$ cat src/rtl/pwm_multichannel_ramp.sv
// N-channel PWM generator with a shared period and prescaler. Each channel has
// a target duty and direction, and its active duty moves toward the target by
// at most RAMP_STEP once per frame. A direction reversal first ramps the duty
// to zero and only then flips the applied direction.
module pwm_multichannel_ramp #(
    parameter int unsigned CHANNELS  = 2,
    parameter int unsigned WIDTH     = 8,
    parameter int unsigned PRESCALE  = 1,
    parameter int unsigned RAMP_STEP = 4,
    localparam int unsigned CH_W     = (CHANNELS > 1) ? $clog2(CHANNELS) : 1
) (
    input  logic                clk,
    input  logic                rst_n,
    input  logic                enable,
    input  logic [WIDTH-1:0]    period,
    input  logic                wr_en,
    input  logic [CH_W-1:0]     wr_ch,
    input  logic [WIDTH-1:0]    wr_duty,
    input  logic                wr_dir,
    output logic [CHANNELS-1:0] pwm,
    output logic [CHANNELS-1:0] dir,
    output logic [CHANNELS-1:0] settled,
    output logic                frame_start
);

    localparam int unsigned    PW       = (PRESCALE > 1) ? $clog2(PRESCALE) : 1;
    localparam logic [PW-1:0]  PCNT_MAX = PW'(PRESCALE - 1);
    localparam logic [WIDTH-1:0] STEP   = WIDTH'(RAMP_STEP);

    logic [PW-1:0]    pcnt_q, pcnt_d;
    logic [WIDTH-1:0] cnt_q, cnt_d;
    logic [WIDTH-1:0] period_q, period_d;
    logic             fs_q, fs_d;
    logic             tick, per_zero, wrap;

    logic [CHANNELS-1:0][WIDTH-1:0] tgt_q, tgt_d;
    logic [CHANNELS-1:0][WIDTH-1:0] act_q, act_d;
    logic [CHANNELS-1:0]            tgt_dir_q, tgt_dir_d;
    logic [CHANNELS-1:0]            dir_q, dir_d;
    logic [CHANNELS-1:0]            pwm_q, pwm_d;

    // One ramp step from a toward t, clamped so it never overshoots.
    function automatic logic [WIDTH-1:0] step_toward(input logic [WIDTH-1:0] a,
                                                     input logic [WIDTH-1:0] t);
        logic [WIDTH-1:0] r;
        r = t;
        if (RAMP_STEP != 0) begin
            if (t > a) begin
                if ((t - a) > STEP) r = a + STEP;
            end else begin
                if ((a - t) > STEP) r = a - STEP;
            end
        end
        return r;
    endfunction

    // Effective compare threshold: a duty at or above the period means 100%.
    function automatic logic [WIDTH-1:0] min_w(input logic [WIDTH-1:0] a,
                                               input logic [WIDTH-1:0] b);
        return (a < b) ? a : b;
    endfunction

    // Prescaler, frame counter and period reload.
    always_comb begin
        pcnt_d   = pcnt_q;
        cnt_d    = cnt_q;
        period_d = period_q;
        tick     = enable && (pcnt_q == PCNT_MAX);
        per_zero = (period_q == '0);
        wrap     = tick && !per_zero && (cnt_q == period_q - WIDTH'(1));
        if (!enable) begin
            pcnt_d = '0;
            cnt_d  = '0;
        end else begin
            pcnt_d = (pcnt_q == PCNT_MAX) ? '0 : pcnt_q + PW'(1);
            if (tick) begin
                if (wrap || per_zero) begin
                    cnt_d    = '0;
                    period_d = period;
                end else begin
                    cnt_d = cnt_q + WIDTH'(1);
                end
            end
        end
        fs_d = wrap;
    end

    // Per-channel compare, frame-boundary ramp and target writes.
    always_comb begin
        tgt_d     = tgt_q;
        tgt_dir_d = tgt_dir_q;
        act_d     = act_q;
        dir_d     = dir_q;
        pwm_d     = '0;
        for (int unsigned i = 0; i < CHANNELS; i++) begin
            pwm_d[i] = enable && (cnt_q < min_w(act_q[i], period_q));
            if (wrap) begin
                if (tgt_dir_q[i] != dir_q[i]) begin
                    if (act_q[i] != '0) act_d[i] = step_toward(act_q[i], '0);
                    else                dir_d[i] = tgt_dir_q[i];
                end else begin
                    act_d[i] = step_toward(act_q[i], tgt_q[i]);
                end
            end
            if (wr_en && (wr_ch == CH_W'(i))) begin
                tgt_d[i]     = wr_duty;
                tgt_dir_d[i] = wr_dir;
            end
        end
    end

    // Settled flag derived directly from the channel registers.
    always_comb begin
        settled = '0;
        for (int unsigned i = 0; i < CHANNELS; i++) begin
            settled[i] = (act_q[i] == tgt_q[i]) && (dir_q[i] == tgt_dir_q[i]);
        end
    end

    // State registers.
    always_ff @(posedge clk or negedge rst_n) begin
        if (!rst_n) begin
            pcnt_q    <= '0;
            cnt_q     <= '0;
            period_q  <= '0;
            fs_q      <= 1'b0;
            tgt_q     <= '0;
            tgt_dir_q <= '0;
            act_q     <= '0;
            dir_q     <= '0;
            pwm_q     <= '0;
        end else begin
            pcnt_q    <= pcnt_d;
            cnt_q     <= cnt_d;
            period_q  <= period_d;
            fs_q      <= fs_d;
            tgt_q     <= tgt_d;
            tgt_dir_q <= tgt_dir_d;
            act_q     <= act_d;
            dir_q     <= dir_d;
            pwm_q     <= pwm_d;
        end
    end

    assign pwm         = pwm_q;
    assign dir         = dir_q;
    assign frame_start = fs_q;

endmodule

$ cat config.mk
export PLATFORM = sky130hd
export DESIGN_NAME = pwm_multichannel_ramp
export DESIGN_NICKNAME = d
export VERILOG_FILES = /design/src/rtl/pwm_multichannel_ramp.sv
export SDC_FILE = /design/constraint.sdc
export NUM_CORES = 1
export LEC_CHECK = 0
export CORE_ASPECT_RATIO = 0.6
export CORE_MARGIN = 4
export CORE_UTILIZATION = 30
export CTS_CLUSTER_SIZE = 12
export DETAILED_ROUTE_END_ITERATION = 16
export PLACE_DENSITY = 0.43
export SYNTH_ARGS = -nofsm -noshare
export SYNTH_HDL_FRONTEND = slang
export SYNTH_SLANG_ARGS = --single-unit
$ cat constraint.sdc
create_clock -name clk -period 3.9 [get_ports clk]
set_clock_uncertainty 0.1 [all_clocks]
set_input_delay 0.39 -clock clk [delete_from_list [all_inputs] [get_ports clk]]
set_output_delay 0.39 -clock clk [all_outputs]
set_load 0.01 [all_outputs]
==> results.py <==
metrics = {
    "route": {
        "drc": 0,
        "top_layer": "met4",
        "avgRoutedWirePerCell_um": 19.1,
        "route.met3.wl_um": 1390,
        "wl_um": 17800,
        "dr_total_vias": 5072,
        "dr_wl_met2_um": 6300,
        "final_antenna_net_count": 0,
        "drt-vias-per-instance": 5.45,
        "drtPass1Iterations": 4,
        "m1WireLength_um": 9980,
        "drtIter0Drc": 310,
    },
    "worst_setup_path": {
        "crit_fanout": 11,
        "r2r-end": "act_q[2]$_DFFE_PN0P_",
        "start_kind": "flip-flop",
        "cp-end-kind": "flip-flop",
        "r2r_cells": 10,
        "crit_required_ns": 4.06,
        "rrSetupSlack_ns": 0.41,
        "crit_arrival_ns": 3.64,
        "worstReg2RegStart": "period_q[0]$_DFFE_PN0P_",
        "path_class": "flip-flop to flip-flop",
    },
    "timing": {
        "setup_violations": 0,
        "rsz0062_at_grt": "false",
        "period_share": 0.894,
        "fmax_mhz": 287,
        "drv_slew": 0,
        "period_needed_ns": 3.49,
        "holdWs_ns": 0.0790,
        "worstMarginPinSlew_ns": 1.03,
        "relSlewSlack": 0.306,
        "fin_ws_ns": 0.414,
        "hold_viol": 0,
        "tns_ns": 0,
    },
    "floorplanning": {
        "die_w_um": 185,
        "num_rows": 38,
        "ios": 29,
        "initial_core_util": 0.308,
        "die_h_um": 114,
        "core-area_um2": 18200,
        "die_area_um2": 21000,
    },
    "synth": {
        "synth_fa_ha_area_frac": 0.159,
        "yosysUniqueCellTypes": 74,
        "synth_top_family_by_area": "compound AO/OA/AOI/OAI gates",
        "synth_warnings": 0,
        "synth_edf_count": 0,
        "synth_ff_type": "dfrtp_1",
        "yosysSeqAreaShare": 0.245,
        "syn-num-nets": 760,
        "synth_simple_gate_area_frac": 0.188,
        "synth_xor_area_frac": 0.0499,
        "syn_inst": 668,
        "netlist_area_um2": 5610,
        "avgSynthCellArea_um2": 8.40,
        "synth-async-reset-ratio": 1.00,
        "synthMuxAreaShare": 0.0675,
        "ys_ff_latch": 55,
        "synth_compound_area_frac": 0.228,
    },
    "placement": {
        "port_buffers": 28,
        "post-place-ws_ns": 0.229,
        "dp_hpwl_um": 14200,
        "gp_congestion": 0.869,
        "place_area_um2": 6150,
    },
    "clocking": {
        "root_buffer": "clkbuf_16",
        "post_cts_resize_count": 0,
        "cts_tree": "done",
        "cts_buffers": 5,
        "post_cts_buffers": 0,
        "clockBufferDepth": 2,
        "cts_max_level": 2,
        "cts.sinks": 55,
        "path_clk_slew_ns": 0.08,
        "clkLatencyLatePin_ns": 0.31,
        "holdBufCountCts": 0,
    },
    "power": {
        "p_per_area_nw_per_um2": 679,
        "peakVddDrop_v": 0.000201,
        "leakagePower_uw": 0.00277,
    },
    "grt": {
        "grt_pass1_vias": 4817,
        "gr-total-overflow": 0,
        "grt_max_degree": 34,
        "grt_pass1_wl_um": 28300,
        "grt_antenna_before_repair": 0,
        "grt_use_total": 0.172,
    },
    "layout": {
        "area_delta_synth_final_pct": 12.6,
        "nNetsFinal": 781,
        "diodes": 0,
        "fin_area_um2": 6320,
        "drive_above_1_share": 0.0899,
        "utilization": 0.347,
    },
    "outcome": {
        "outcome": "finished clean",
    },
    "min_path": {
        "min_path_type": "input pin to async pin",
    },
    "run": {
        "drv_cap": 0,
    },
}
==> stage by stage <==
step                std cells  power [uW]
floorplan                 668        2970
global placement          922        3680
detailed placement        922        3720
CTS                       930        4270
global route              930        4700
finish                    930        4290
==> worst max-delay path, stage by stage (launching register included) <==
cell and delay (ns):
dfrtp_1 0.63, inv_1 0.12, ha_1 0.32, xor2_1 0.17, o211ai_1 0.10, a2111oi_0 0.56, o2111a_2 0.48, nand2_1 0.29
nor2_1 0.35, mux2_2 0.22, a211o_1 0.09
==> cells by family after synthesis <==
logic type | after synthesis
and+or+nand+nor | 211
AOI/OAI and AO/OA | 187
buffers and inverters | 79
adders and majority gates | 70
DFF | 55
muxes | 34
xor gates and xnor gates | 32
==> sequential cells by signal (all words and copies together) (netlist names) <==
name,count
pwm,2
tgt_dir_q,2
tgt_q,16
period_q,8
act_q,16
cnt_q,8
frame_start,1
dir,2
==> final cells by class <==
cell class | instances | area [um2]
clock buffer | 5 | 125
clock inverter | 3 | 43.8
inverter | 47 | 176
fill | 1877 | 11900
sequential | 55 | 1380
multi-input combinational | 534 | 3890
tap | 240 | 300
timing repair buffer | 46 | 410
==> Yosys cell counts (all sizes together) (7+ instances only) <==
library cell | instances | area (um2)
o21a | 11 | 82.6
buf | 18 | 121
a221oi | 7 | 61.3
o21ai | 42 | 210
nor2b | 9 | 58.8
inv | 47 | 176
a31oi | 7 | 43.8
ha | 68 | 851
nor3 | 20 | 100
a21o | 19 | 144
nand2 | 34 | 130
nand4 | 13 | 81.3
mux2i | 9 | 93.8
xor2 | 14 | 123
clkbuf | 14 | 52.6
and3 | 8 | 51.3
mux2 | 25 | 285
nor2 | 68 | 255
nand3 | 19 | 95.1
xnor2 | 18 | 158
nand2b | 8 | 50.1
a21oi | 45 | 225
dfrtp | 55 | 1380
nor4 | 7 | 43.8
==> where the power goes <==
| part | internal (uW) | leakage (uW) | switching (uW) | total [uW] |
|---|---|---|---|---|
| registers | 699 | 0.000672 | 257 | 956 |
| clock network | 304 | 0.0000838 | 235 | 539 |
| logic | 1160 | 0.00202 | 1640 | 2800 |
| total | 2160 | 0.00277 | 2130 | 4290 |
==> cell usage in the layout (no fill, tap or decap), types with 11 or more instances in the layout <==
master,count
nor2_1,68
ha_1,68
dfrtp_1,55
inv_1,45
a21oi_1,45
o21ai_0,33
nand2_1,33
clkdlybuf4s50_1,27
nor3_1,20
nand3_1,19
a21o_1,18
xnor2_1,18
buf_4,18
mux2_2,16
xor2_1,14
nand4_1,13
o21a_1,11
==> routing by layer <==
layer  GRT usage  vias up
met3      0.0519        9
met1       0.288     2448
met4      0.0202        0
li1            -     2466
met2       0.212      149
met5           0        -
==> how the worst max path moves through the flow <==
stage	startpoint	cells after the start	endpoint	slack, ns
after CTS	period_q[0]$_DFFE_PN0P_	10	act_q[2]$_DFFE_PN0P_	0.23
after floorplan	act_q[8]$_DFFE_PN0P_	12	act_q[11]$_DFFE_PN0P_	0.90
after global routing	period_q[0]$_DFFE_PN0P_	9	period_q[5]$_DFFE_PN0P_	0.06
final	period_q[0]$_DFFE_PN0P_	10	act_q[2]$_DFFE_PN0P_	0.41
after detailed placement	period_q[0]$_DFFE_PN0P_	10	act_q[2]$_DFFE_PN0P_	0.23
after global placement	period_q[0]$_DFFE_PN0P_	9	act_q[2]$_DFFE_PN0P_	0.36
Power figures use the tool's default switching activity.
